File: config.mk
export PLATFORM = sky130hd
export DESIGN_NAME = alu_issue_ctrl_flat
export DESIGN_NICKNAME = d
export VERILOG_FILES = /design/src/rtl/alu_pkg.sv /design/src/rtl/alu_issue_ctrl_if.sv /design/src/rtl/alu_decode.sv /design/src/rtl/alu_issue_ctrl.sv /design/src/flat_wrapper.sv
export SDC_FILE = /design/constraint.sdc
export NUM_CORES = 1
export LEC_CHECK = 0
export ABC_AREA = 1
export CAP_MARGIN = 40
export CORE_MARGIN = 8
export CORE_UTILIZATION = 30
export DETAILED_ROUTE_END_ITERATION = 6
export PLACE_DENSITY_LB_ADDON = 0.15
export SYNTH_ARGS = -nofsm -noshare
export SYNTH_HDL_FRONTEND = slang
export SYNTH_SLANG_ARGS = --single-unit
File: constraint.sdc
create_clock -name clk -period 1.6 [get_ports clk]
set_input_delay 0.16 -clock clk [delete_from_list [all_inputs] [get_ports clk]]
set_output_delay 0.16 -clock clk [all_outputs]
set_load 0.02 [all_outputs]
File: src/rtl/alu_pkg.sv
// Shared definitions for the ALU issue controller: ALU op codes, MIPS opcode/funct values,
// FSM state encoding and the decoded-instruction record.
package alu_pkg;

    localparam logic [2:0] ALU_AND = 3'b000;
    localparam logic [2:0] ALU_OR  = 3'b001;
    localparam logic [2:0] ALU_ADD = 3'b010;
    localparam logic [2:0] ALU_SUB = 3'b110;
    localparam logic [2:0] ALU_SLT = 3'b111;

    localparam logic [5:0] OPC_RTYPE = 6'h00;
    localparam logic [5:0] OPC_BEQ   = 6'h04;
    localparam logic [5:0] OPC_ADDI  = 6'h08;
    localparam logic [5:0] OPC_LW    = 6'h23;
    localparam logic [5:0] OPC_SW    = 6'h2B;

    localparam logic [5:0] FN_ADD = 6'h20;
    localparam logic [5:0] FN_SUB = 6'h22;
    localparam logic [5:0] FN_AND = 6'h24;
    localparam logic [5:0] FN_OR  = 6'h25;
    localparam logic [5:0] FN_SLT = 6'h2A;

    typedef enum logic [1:0] {
        ST_IDLE,
        ST_READ,
        ST_EXEC,
        ST_RESP
    } state_t;

    typedef struct packed {
        logic [4:0] rs;
        logic [4:0] rt;
        logic [2:0] op;
        logic       use_imm;
        logic [4:0] dest;
        logic       wr_en;
        logic       is_beq;
        logic       illegal;
    } decode_t;

endpackage

File: src/rtl/alu_issue_ctrl_if.sv
// Bundle of the fetch, register-file, ALU and write-back signals around the issue controller.
interface alu_issue_ctrl_if #(
    parameter int W    = 32,
    parameter int RA_W = 5
);
    logic            in_valid;
    logic            in_ready;
    logic [31:0]     in_instr;
    logic [RA_W-1:0] rf_rs_addr;
    logic [RA_W-1:0] rf_rt_addr;
    logic [W-1:0]    rf_rs_data;
    logic [W-1:0]    rf_rt_data;
    logic [W-1:0]    alu_a;
    logic [W-1:0]    alu_b;
    logic [2:0]      alu_op;
    logic [W-1:0]    alu_z;
    logic            alu_zero;
    logic            out_valid;
    logic            out_ready;
    logic [W-1:0]    out_result;
    logic [RA_W-1:0] out_dest;
    logic            out_wr_en;
    logic            out_taken;
    logic            out_illegal;

    modport master (
        input  in_valid, in_instr, rf_rs_data, rf_rt_data, alu_z, alu_zero, out_ready,
        output in_ready, rf_rs_addr, rf_rt_addr, alu_a, alu_b, alu_op,
               out_valid, out_result, out_dest, out_wr_en, out_taken, out_illegal
    );

    modport slave (
        output in_valid, in_instr, rf_rs_data, rf_rt_data, alu_z, alu_zero, out_ready,
        input  in_ready, rf_rs_addr, rf_rt_addr, alu_a, alu_b, alu_op,
               out_valid, out_result, out_dest, out_wr_en, out_taken, out_illegal
    );

endinterface

File: src/rtl/alu_decode.sv
// Combinational MIPS decoder: instruction word -> ALU op, operand source, destination and flags.
module alu_decode
    import alu_pkg::*;
#(
    parameter int W = 32
) (
    input  logic [31:0]  instr,
    output decode_t      dec,
    output logic [W-1:0] imm_ext
);

    logic [5:0] opc;
    logic [5:0] funct;

    assign opc     = instr[31:26];
    assign funct   = instr[5:0];
    assign imm_ext = {{(W-16){instr[15]}}, instr[15:0]};

    always_comb begin
        dec         = '0;
        dec.rs      = instr[25:21];
        dec.rt      = instr[20:16];
        case (opc)
            OPC_RTYPE: begin
                dec.dest  = instr[15:11];
                dec.wr_en = 1'b1;
                case (funct)
                    FN_ADD:  dec.op = ALU_ADD;
                    FN_SUB:  dec.op = ALU_SUB;
                    FN_AND:  dec.op = ALU_AND;
                    FN_OR:   dec.op = ALU_OR;
                    FN_SLT:  dec.op = ALU_SLT;
                    default: dec.illegal = 1'b1;
                endcase
            end
            OPC_ADDI, OPC_LW: begin
                dec.op      = ALU_ADD;
                dec.use_imm = 1'b1;
                dec.dest    = instr[20:16];
                dec.wr_en   = 1'b1;
            end
            OPC_SW: begin
                dec.op      = ALU_ADD;
                dec.use_imm = 1'b1;
                dec.dest    = instr[20:16];
            end
            OPC_BEQ: begin
                dec.op     = ALU_SUB;
                dec.dest   = instr[20:16];
                dec.is_beq = 1'b1;
            end
            default: dec.illegal = 1'b1;
        endcase

        // r0 is hardwired to zero, so a write to it is dropped while the result is still reported
        if (dec.illegal) begin
            dec.op    = ALU_AND;
            dec.dest  = '0;
            dec.wr_en = 1'b0;
        end
        if (dec.dest == 5'd0) begin
            dec.wr_en = 1'b0;
        end
    end

endmodule

File: src/rtl/alu_issue_ctrl.sv
// Multi-cycle issue controller: decodes an instruction, reads the register file, runs it through
// the external ALU and returns a write-back/branch record. One instruction in flight at a time.
module alu_issue_ctrl
    import alu_pkg::*;
#(
    parameter int W    = 32,
    parameter int RA_W = 5
) (
    input  logic             clk,
    input  logic             rst_n,
    alu_issue_ctrl_if.master bus
);

    state_t       state;
    state_t       next_state;
    decode_t      dec;
    decode_t      dec_q;
    logic [W-1:0] imm_ext;
    logic [W-1:0] imm_q;
    logic [W-1:0] alu_a_q;
    logic [W-1:0] alu_b_q;
    logic [2:0]   alu_op_q;
    logic [W-1:0] result_q;
    logic         taken_q;
    logic         accept;
    logic         load_ops;
    logic         capture;
    logic         in_ready;
    logic         out_valid;

    alu_decode #(.W(W)) u_decode (
        .instr   (bus.in_instr),
        .dec     (dec),
        .imm_ext (imm_ext)
    );

    always_ff @(posedge clk or negedge rst_n) begin
        if (!rst_n) begin
            state <= ST_IDLE;
        end else begin
            state <= next_state;
        end
    end

    always_comb begin
        next_state = state;
        accept     = 1'b0;
        load_ops   = 1'b0;
        capture    = 1'b0;
        in_ready   = 1'b0;
        out_valid  = 1'b0;
        case (state)
            ST_IDLE: begin
                in_ready = 1'b1;
                if (bus.in_valid) begin
                    accept     = 1'b1;
                    next_state = dec.illegal ? ST_RESP : ST_READ;
                end
            end
            ST_READ: begin
                load_ops   = 1'b1;
                next_state = ST_EXEC;
            end
            ST_EXEC: begin
                capture    = 1'b1;
                next_state = ST_RESP;
            end
            ST_RESP: begin
                out_valid = 1'b1;
                if (bus.out_ready) begin
                    next_state = ST_IDLE;
                end
            end
            default: next_state = ST_IDLE;
        endcase
    end

    // Operands are registered so the ALU inputs stay put outside EXEC and the record stays stable in RESP
    always_ff @(posedge clk or negedge rst_n) begin
        if (!rst_n) begin
            dec_q    <= '0;
            imm_q    <= '0;
            alu_a_q  <= '0;
            alu_b_q  <= '0;
            alu_op_q <= '0;
            result_q <= '0;
            taken_q  <= 1'b0;
        end else begin
            if (accept) begin
                dec_q    <= dec;
                imm_q    <= imm_ext;
                result_q <= '0;
                taken_q  <= 1'b0;
            end
            if (load_ops) begin
                alu_a_q  <= bus.rf_rs_data;
                alu_b_q  <= dec_q.use_imm ? imm_q : bus.rf_rt_data;
                alu_op_q <= dec_q.op;
            end
            if (capture) begin
                result_q <= bus.alu_z;
                taken_q  <= dec_q.is_beq & bus.alu_zero;
            end
        end
    end

    // Addresses go out in the accept cycle so the synchronous read data lands during READ
    assign bus.rf_rs_addr  = accept ? dec.rs : dec_q.rs;
    assign bus.rf_rt_addr  = accept ? dec.rt : dec_q.rt;
    assign bus.in_ready    = in_ready;
    assign bus.out_valid   = out_valid;
    assign bus.alu_a       = alu_a_q;
    assign bus.alu_b       = alu_b_q;
    assign bus.alu_op      = alu_op_q;
    assign bus.out_result  = result_q;
    assign bus.out_dest    = dec_q.dest;
    assign bus.out_wr_en   = dec_q.wr_en;
    assign bus.out_taken   = taken_q;
    assign bus.out_illegal = dec_q.illegal;

endmodule

File: src/flat_wrapper.sv
// flat-port wrapper written by rule: the top's interface ports become plain ports
module alu_issue_ctrl_flat import alu_pkg::*;
#(
    parameter int W    = 32,
    parameter int RA_W = 5
)
  (clk, rst_n, bus_in_valid, bus_in_instr, bus_rf_rs_data, bus_rf_rt_data, bus_alu_z, bus_alu_zero, bus_out_ready, bus_in_ready, bus_rf_rs_addr, bus_rf_rt_addr, bus_alu_a, bus_alu_b, bus_alu_op, bus_out_valid, bus_out_result, bus_out_dest, bus_out_wr_en, bus_out_taken, bus_out_illegal);
  alu_issue_ctrl_if #(.W(W), .RA_W(RA_W)) bus_i ();
  input  logic clk;
  input  logic rst_n;
  input wire logic [$bits(bus_i.in_valid)-1:0] bus_in_valid;
  input wire logic [$bits(bus_i.in_instr)-1:0] bus_in_instr;
  input wire logic [$bits(bus_i.rf_rs_data)-1:0] bus_rf_rs_data;
  input wire logic [$bits(bus_i.rf_rt_data)-1:0] bus_rf_rt_data;
  input wire logic [$bits(bus_i.alu_z)-1:0] bus_alu_z;
  input wire logic [$bits(bus_i.alu_zero)-1:0] bus_alu_zero;
  input wire logic [$bits(bus_i.out_ready)-1:0] bus_out_ready;
  output wire logic [$bits(bus_i.in_ready)-1:0] bus_in_ready;
  output wire logic [$bits(bus_i.rf_rs_addr)-1:0] bus_rf_rs_addr;
  output wire logic [$bits(bus_i.rf_rt_addr)-1:0] bus_rf_rt_addr;
  output wire logic [$bits(bus_i.alu_a)-1:0] bus_alu_a;
  output wire logic [$bits(bus_i.alu_b)-1:0] bus_alu_b;
  output wire logic [$bits(bus_i.alu_op)-1:0] bus_alu_op;
  output wire logic [$bits(bus_i.out_valid)-1:0] bus_out_valid;
  output wire logic [$bits(bus_i.out_result)-1:0] bus_out_result;
  output wire logic [$bits(bus_i.out_dest)-1:0] bus_out_dest;
  output wire logic [$bits(bus_i.out_wr_en)-1:0] bus_out_wr_en;
  output wire logic [$bits(bus_i.out_taken)-1:0] bus_out_taken;
  output wire logic [$bits(bus_i.out_illegal)-1:0] bus_out_illegal;
  assign bus_i.in_valid = bus_in_valid;
  assign bus_i.in_instr = bus_in_instr;
  assign bus_i.rf_rs_data = bus_rf_rs_data;
  assign bus_i.rf_rt_data = bus_rf_rt_data;
  assign bus_i.alu_z = bus_alu_z;
  assign bus_i.alu_zero = bus_alu_zero;
  assign bus_i.out_ready = bus_out_ready;
  assign bus_in_ready = bus_i.in_ready;
  assign bus_rf_rs_addr = bus_i.rf_rs_addr;
  assign bus_rf_rt_addr = bus_i.rf_rt_addr;
  assign bus_alu_a = bus_i.alu_a;
  assign bus_alu_b = bus_i.alu_b;
  assign bus_alu_op = bus_i.alu_op;
  assign bus_out_valid = bus_i.out_valid;
  assign bus_out_result = bus_i.out_result;
  assign bus_out_dest = bus_i.out_dest;
  assign bus_out_wr_en = bus_i.out_wr_en;
  assign bus_out_taken = bus_i.out_taken;
  assign bus_out_illegal = bus_i.out_illegal;
  alu_issue_ctrl #(.W(W), .RA_W(RA_W)) u_core (.clk(clk), .rst_n(rst_n), .bus(bus_i));
endmodule
Word level (Yosys, flattened, before mapping)
Index checks and enable logic that the tools add are counted.
Storage, ports and cells
  input bits: 133
  output and inout port bits: 119
  bits in registers: 140
Cells by class
  equal/unequal tests: 14
  mux-type cells: 28
  reduce and logical (&&, ||, !) cells: 9
  bitwise gates (word level): 1
Operators by type and width (number)
  two-way mux 32 bit: 3
  == test 6 bit, second input constant: 7
  two-way mux 1 bit: 13
  one-hot mux 3 bit (4 select lines): 1
  two-way mux 5 bit: 2
  one-hot mux 5 bit (2 select lines): 1
  one-hot mux 3 bit (3 select lines): 1
  one-hot mux 2 bit (4 select lines): 1
  == test 6 x 3 -> 1 bit, second input constant: 1
  == test 6 x 4 -> 1 bit, second input constant: 1
  zero test 6 bit: 1
  two-way mux 2 bit: 3
  two-way mux 6 bit: 1
  OR reduction 3 bit: 2
  zero test 5 bit: 1
  OR reduction 5 bit: 1
  == test 2 bit, second input constant: 2
  != test 2 bit, second input constant: 2
  OR reduction 4 bit: 1
  two-way mux 3 bit: 1
  == test 2 x 1 -> 1 bit, second input constant: 1
  zero test 2 bit: 1
  one-hot mux 1 bit (2 select lines): 1
  AND reduction 2 bit: 1
  2 further kinds: 2

Logic depth before layout (Yosys ltp)
  word-level depth: 7
  depth in mapped cells: 13
  mapped depth without buffers: 13

Hierarchy
From an unflattened synthesis, not the netlist that was laid out.
Unflattened totals
  cell total of the unflattened synthesis: 918
  area, all modules: 7354.6 um^2
Modules (own cells, without submodules)
  alu_issue_ctrl: area an instance 6696.4 um^2, cells an instance 800, seq. area each 3903.7 um^2, instances 1
  alu_decode: area an instance 658.1 um^2, cells an instance 118, seq. area each 0.0 um^2, instances 1

Least setup slack after synthesis
No wires, ideal clock.
  path type: register to output
  from: register u_core.state[0]
  to: output port bus_rf_rs_addr[0]
  path buffers: 1
  slack: -235 ps
  arrival: 1675 ps
  data required time: 1440 ps
  cell stages (with the launch flop): 8
  cell sequence: dfrtp_1 > inv_1 > ha_1 > nand2_2 > clkinv_1 > clkbuf_1 > nand2_1 > nand2_1
Between the ends
  cells in the longest elaborated chain, start to end: 3
Ends and longest elaborated chain
  start: declaration: RTL line alu_issue_ctrl.sv:14  | state_t state;
  start signal: assignment: RTL line alu_issue_ctrl.sv:41  | state <= next_state;
  zero test 2 bit: RTL line alu_issue_ctrl.sv:52  | case (state)
  two-way mux 1 bit: RTL line alu_issue_ctrl.sv:52
  two-way mux 5 bit: RTL line alu_issue_ctrl.sv:108  | assign bus.rf_rs_addr = accept ? dec.rs : dec_q.rs;
  end: declaration: RTL line flat_wrapper.sv:19  | output wire logic [$bits(bus_i.rf_rs_addr)-1:0] bus_rf_rs_addr;
No other way between the ends.

Worst setup path in the final report
  from: register u_core.state[0]
  to: output port bus_rf_rt_addr[3]
Between the ends
  cells in the longest elaborated chain, start to end: 3
Ends and longest elaborated chain
  zero test 2 bit: RTL line alu_issue_ctrl.sv:52
  two-way mux 1 bit: RTL line alu_issue_ctrl.sv:52
  two-way mux 5 bit: RTL line alu_issue_ctrl.sv:109  | assign bus.rf_rt_addr = accept ? dec.rt : dec_q.rt;
  end: declaration: RTL line flat_wrapper.sv:20  | output wire logic [$bits(bus_i.rf_rt_addr)-1:0] bus_rf_rt_addr;
No other way between the ends.

==> summary.md <==
| Metric | Value |
|---|---|
| Leak Pwr | 5.02 nW |
| Fraction of layout cells with a size suffix above 1 | 0.150 |
| Die Ht | around 160 um |
| Status | complete, but fails checks |
| # clock sinks | 140 |
| Commonest non-fill, non-tap cell in the layout | nand2_1 |
| Initial antenna violation count | 0 |
| Max transition margin | 0.720 |
| DR pass1 iterations | 4 |
| Startpoint Class | flip-flop |
| Total wire length | between 15 and 20 mm |
| Core area | between 15000 and 20000 um2 |
| FFs w/ async S/R, synth | 1.00 |
| Top_reg_cell synth | dfrtp_1 |
| CP endpoint kind | primary output |
| Pins Over Slew Limit | 0 |
| Via count | 5426 |
| Yosys cell types | 27 |
| Later-pin clock latency in the skew report | 0.41 ns |
| DR DRC count | 0 |
| # nets final | roughly 1100 |
| Fin crit period | roughly 1.7 ns |
| H-tree depth | 4 |
| Post-synth EDFFs | 0 |
| Max-cap viol count | 0 |
| Critical Path Max Stage Delay | approximately 0.39 ns |
| Worst min path class | in -> async |
| Seq/Total Area, Yosys | 0.602 |
| Post-Syn Area | 5820 um2 |
| Critical path class | reg -> out |
| Failing checks | setup timing |
| Initial detailed-routing violation count | 218 |
| Final Util | 0.514 |
| Number of cell rows | just over 50 |
| Clock Path Buffers | 2 |
| CP cell instances | inv_2, ha_4, nand2_8, buf_6, nand2_2, nand2_2, buf_6 |
| Die width | roughly 160 um |
| Area growth syn-to-layout | 70.3% |
| Dpl cell area | approximately 9000 um2 |
| FMAX | 594 MHz |
| First-pass GRT wire length | a little over 30 mm |
| CP max stage cell | dfrtp_1 |
| Yosys reg bits | 140 |
| TritonCTS clock tree | yes |
| Hold Worst Slack | 0.139 ns |
| Yosys warns | 0 |
| RSZ-0062 raised after global routing | true |
| Vias in the first global route | between 5000 and 6000 |
| N_diodes | 0 |
| Die area | between 20000 and 25000 um2 |
| Share of the synthesized area in the top cell type | 0.602 |
| Boundary pin count | between 200 and 300 |
| Largest net degree at the start of global routing | 68 |
| Final Hold Violating Endpoints | 0 |
| Post-synthesis net count | 821 |
| Placed insts | approximately 1200 |
| Dpl ws | -0.301 ns |
| Setup violations, final | 12 |
| CP Data Arrival Time | roughly 1.5 ns |
| Synthesized area per cell | about 8.5 um2 |
| Cells after Synth | 684 |
| Leading cell types in the layout, fill and taps excluded | nand2_1 (287), clkdlybuf4s50_1 (204), dfrtp_1 (140) |
| Worst-path clk slew | 0.07 ns |
| Setup ws final | -0.0845 ns |
| Tcrit/Tclk final | 1.05 |
| Maximum VDD drop | about 1000 uV |
| Worst slew pin tran | approximately 0.42 ns |
| Finished Cell Area | 9910 um2 |
| GRT Overall Usage | 0.160 |
| Inserted Clock Buffers | 17 |
| Post-route ant nets | 0 |
| Non-filler cells, final | roughly 1300 |
| Initial Util | 0.302 |
| Total grt overflow | 0 |
| Final TNS setup | -0.766 ns |
| Vias per inst | around 4.3 |
| Worst EP required | 1.44 ns |
| WL/cell | around 16 um |
| Worst-path fanout max | 5 |
| DP HPWL | around 14 mm |
| Largest cells by area after synthesis | dfrtp_1 (60%), nand2_1 (20%), nand3_1 (3.7%) |
| Gpl congestion | around 0.74 |
| Clk root buf | clkbuf_16 |
| Leading area contributor after synthesis | dfrtp_1 |
| Port buffer count | 251 |
| Tot Pwr | just under 20 mW |
| Clk_skew | 0.00989 ns |
| P per Cell Area | just under 2000 nW/um2 |
## cell usage after synthesis, types with 2 or more instances
library cell	number
inv_1	15
clkbuf_1	31
a21oi_1	22
nand2_1	312
inv_2	3
buf_4	5
nor2_2	3
nand2_4	2
o21ai_0	39
inv_4	2
ha_1	4
o21ai_1	6
buf_1	3
dfrtp_1	140
nor2_1	43
nand3_1	43
## power by group
group | total, mW | leakage (nW) | switching [mW] | internal (mW)
Clock | 4.01 | 0.294 | 1.63 | 2.37
Combinational | 9.64 | 2.99 | 5.29 | 4.35
Sequential | 5.94 | 1.74 | 0.827 | 5.12
## final cells by class
cell class	count	area [um2]
Timing Repair Buffer	310	3140
Fill cell	1856	9360
Inverter	21	96.3
Tap cell	265	332
Sequential cell	140	3500
Multi-Input combinational cell	483	2240
Clock buffer	18	439
Clock inverter	14	159
## worst paths after layout
path / cells past startpoint / startpoint / slack (ns) / endpoint
max reg2reg: 9 / u_core.state[0] / 0 / u_core.bus.out_wr_en
min in group clk: 3 / bus_alu_z[11] / 0.28 / u_core.bus.out_result[11]
min: 2 / rst_n / 0.14 / u_core.bus.alu_a[13]
max: 7 / u_core.state[0] / -0.08 / bus_rf_rt_addr[3]
min reg2reg: 2 / u_core.bus.alu_op[0] / 0.46 / u_core.bus.alu_op[0]
max in group asynchronous: 3 / rst_n / 0.82 / u_core.bus.out_result[21]
## registers in the layout, summed over array words and instances (netlist names)
name / count
u_core.bus.alu_a: 32
u_core.bus.alu_b: 32
u_core.bus.out_result: 32
u_core.imm_q: 16
u_core.dec_q: 15
u_core.bus.out_dest: 5
u_core.bus.alu_op: 3
u_core.state: 2
u_core.bus.out_illegal: 1
u_core.bus.out_taken: 1
u_core.bus.out_wr_en: 1
## kinds of logic after synthesis
family,share of synthesized area
AND/OR/NAND/NOR,0.283
flip-flops,0.602
buffers and inverters,0.0437
AO/OA/AOI/OAI,0.0624
adder cells (fa/ha/maj),0.00860
## critical path: cells and delay by family, from the launching register on
kind / cells / cell delay, ns
flip-flops: 1 / 0.39
buffers and inverters: 3 / 0.36
AND/OR/NAND/NOR: 3 / 0.20
adder cells (fa/ha/maj): 1 / 0.17
## layer usage
| metal | GRT usage | wire length [um] | up-vias | part of all wire |
|---|---|---|---|---|
| met5 | 0 | 0 | - | 0 |
| met4 | 0.0416 | 206 | 0 | 0.011 |
| met3 | 0.0555 | 1580 | 15 | 0.081 |
| met2 | 0.248 | 8790 | 183 | 0.45 |
| met1 | 0.208 | 8930 | 2498 | 0.46 |
| li1 | - | - | 2730 | - |
## timing repair
item                                   in CTS  in global routing
hold buffers                                1                  0
setup endpoints to repair                  21                 71
endpoints found under the hold margin     140                  0
resized for setup                          97                 58
gates cloned                                0                  2
setup buffers                               1                  8
pin swaps                                   2                 10
Power figures use the tool's default switching activity.
==> variant: new RTL, config.mk and constraints unchanged <==
Re-encode `state_t` (4 states) as one-hot, 4 bits wide.
--- a/src/rtl/alu_pkg.sv
+++ b/src/rtl/alu_pkg.sv
@@ -20,11 +20,11 @@
     localparam logic [5:0] FN_OR  = 6'h25;
     localparam logic [5:0] FN_SLT = 6'h2A;
 
-    typedef enum logic [1:0] {
-        ST_IDLE,
-        ST_READ,
-        ST_EXEC,
-        ST_RESP
+    typedef enum logic [3:0] {
+        ST_IDLE = 4'b0001,
+        ST_READ = 4'b0010,
+        ST_EXEC = 4'b0100,
+        ST_RESP = 4'b1000
     } state_t;
 
     typedef struct packed {
Check against the original RTL: no difference found for any inputs over 10 cycles, from zero or initial values and one cycle with rst_n low; not proved beyond that.
==> variant against the unedited design <==
- the run still ends with setup timing left
- setup slack worse by 0.15 ns
- final cell count up 1.0%
- power fell by 22%
- final area is 6.1% higher
- first-iteration DRC count grew 43%
- wire length increased by 7.0%
- global-route usage is essentially flat
- sequential share of layout area fell by 1.6 points
- synthesized area increased by 2.6%
- sequential cell count rose by 2
- largest power group unchanged
- highest routed layer unchanged
==> variant: results (changes against the unedited design) <==
[placed_design]
gp_congestion=0.754  ; +1.2%
port_buffers=251  ; unchanged
dpl.hpwl_um=14000  ; +2.0%

[run_status]
violations=setup timing
status=complete, but fails checks

[grt]
first_global_vias=5592  ; +1.8%
track_usage_pct=16.0  ; about the same
grt_pass1_wl_um=30800  ; +1.1%
grt_max_degree=90  ; +32%
antenna_found_initial=0  ; unchanged

[clock_tree]
cts_root_buffer=clkbuf_16
htreeDepth=4  ; unchanged
cts.clk_slew.worst_paths_ns=0.06

[timing]
fin_skew_ns=0.00414  ; -0.00575 ns
tns_ns=-8.00  ; -7.24 ns
finalSetupViolCount=70  ; +58
worst_slack_ns=-0.234  ; -0.150 ns
final_max_slew_viol_count=0  ; unchanged
slew_headroom_pct=63.0  ; -9.1 points

[critical_path]
setup.worst_path.start=u_core.state[2]$_DFFE_PN0P_
worst-r2r-cell-count=10  ; +1
reg2reg_to=u_core.bus.out_result[11]$_DFFE_PN0P_
setup.worst_path.end=bus_rf_rs_addr[4]
rrSetupSlack_ns=-0.13  ; -0.13 ns
crit_arrival_ns=1.67  ; +0.15 ns

[routing]
wl_per_cell_um=16.5  ; +5.9%
drt_iter0_markers=311  ; +43%
viasPerCell=4.41  ; +1.7%

[yosys]
synthTopCellsByArea=dfrtp_1 59%, nand2_1 16%, o21ai_0 4.4%
ys_seq_area_share_pct=59.6  ; -0.66 points
synth_cell_types=29  ; +7.4%
synthTopCellsByCount=257 x nand2_1, 141 x dfrtp_1, 52 x o21ai_0, 51 x inv_1
synth_fp_nets=822  ; +0.12%
yosys_warnings=0  ; unchanged
synth-main-ff-cell=dfrtp_1

[hold_path]
min_path_type=input pin to async pin

[power_and_ir_drop]
p_leak_nw=5.21  ; +3.7%
peakVddDrop_mv=0.899  ; -9.6%
p_switching_mw=5.18  ; -33%

[finish]
antenna_cells=0  ; unchanged
layout.nets=1120  ; +0.90%
drive_gt1_share_pct=18.0  ; +3.0 points

## variant: cell types whose count changed after synthesis, sizes merged, moves of 3 or more
cell	before	now
clkbuf	31	11
o21ai	45	56
buf	9	32
nand2	316	263
a21oi	22	1
nand4	0	3
a31oi	1	32
nand3	43	40
inv	20	57
ha	4	0
nor2	47	44
## variant: worst min path at each step
stage	startpoint	to	slack, ns	cells past startpoint
floorplan	rst_n	u_core.bus.alu_a[0]$_DFFE_PN0P_	-0.14	0
global placement	rst_n	u_core.bus.alu_b[17]$_DFFE_PN0P_	-0.05	1
detailed placement	rst_n	u_core.bus.alu_b[17]$_DFFE_PN0P_	-0.05	1
CTS	rst_n	u_core.bus.alu_b[17]$_DFFE_PN0P_	0.08	2
global route	rst_n	u_core.bus.alu_b[17]$_DFFE_PN0P_	0.08	2
finish	rst_n	u_core.bus.alu_b[17]$_DFFE_PN0P_	0.1	2
## variant: area by class of cell
class	instances	area, um^2
inverters	58	241
well taps	265	332
flip-flops and latches	142	3550
multi-input cells	446	2230
clock buffers	18	429
clock inverters	13	165
fillers	1866	9010
repair buffers	322	3560
## variant: per-stage QoR
stage               hold WS, ns  cells  cell area (um^2)  setup WS [ns]
finish                   0.0959   1264             10500         -0.234
global route             0.0838   1264             10500         -0.312
CTS                      0.0769   1247              9900         -0.251
detailed placement      -0.0491   1206              9050         -0.361
global placement        -0.0486   1206              9050         -0.308
floorplan                -0.136    689              5970         0.0611
## variant: logic make-up (layout without fill, tap and decap cells)
family | after synthesis | count (layout) | share of synthesized area [%]
AND/OR/NAND/NOR | 353 | 353 | 24.2
flip-flops | 142 | 142 | 59.6
buffers and inverters | 101 | 411 | 7.57
AO/OA/AOI/OAI | 93 | 93 | 8.66
## variant: metal layers
metal / global-route usage [%] / vias up / wire length (um)
li1: - / 2801 / -
met1: 20.4 / 2574 / 9160
met2: 24.7 / 189 / 9480
met3: 6.22 / 13 / 2070
met4: 4.35 / 0 / 163
met5: 0 / - / 0
## variant: worst max-delay path, stage by stage (launching register included)
cell and delay (ns):
dfrtp_1 0.39, nor2_2 0.13, nand3_2 0.13, inv_4 0.11, nand2_8 0.08, buf_16 0.16, nand2_2 0.06, nand2_2 0.06
buf_6 0.13
## variant: power groups by stage
stage	Clock, mW	Sequential (mW)	Combinational, mW
6_report	4.04	5.08	6.14
5_1_grt	4.29	5.20	6.59
4_1_cts	4.14	5.01	5.36
3_5_place_dp	0	5.05	4.75
3_3_place_gp	0	5.03	4.72
2_1_floorplan	0	5.71	1.56
## variant: what timing repair did
action                                  in CTS  in global routing
hold buffers                                 1                  0
cloned                                       3                 11
pin swaps                                   12                 15
setup buffers                                7                  9
endpoints found under the setup margin      46                167
hold endpoints to repair                   141                  0
resized for setup                          111                124
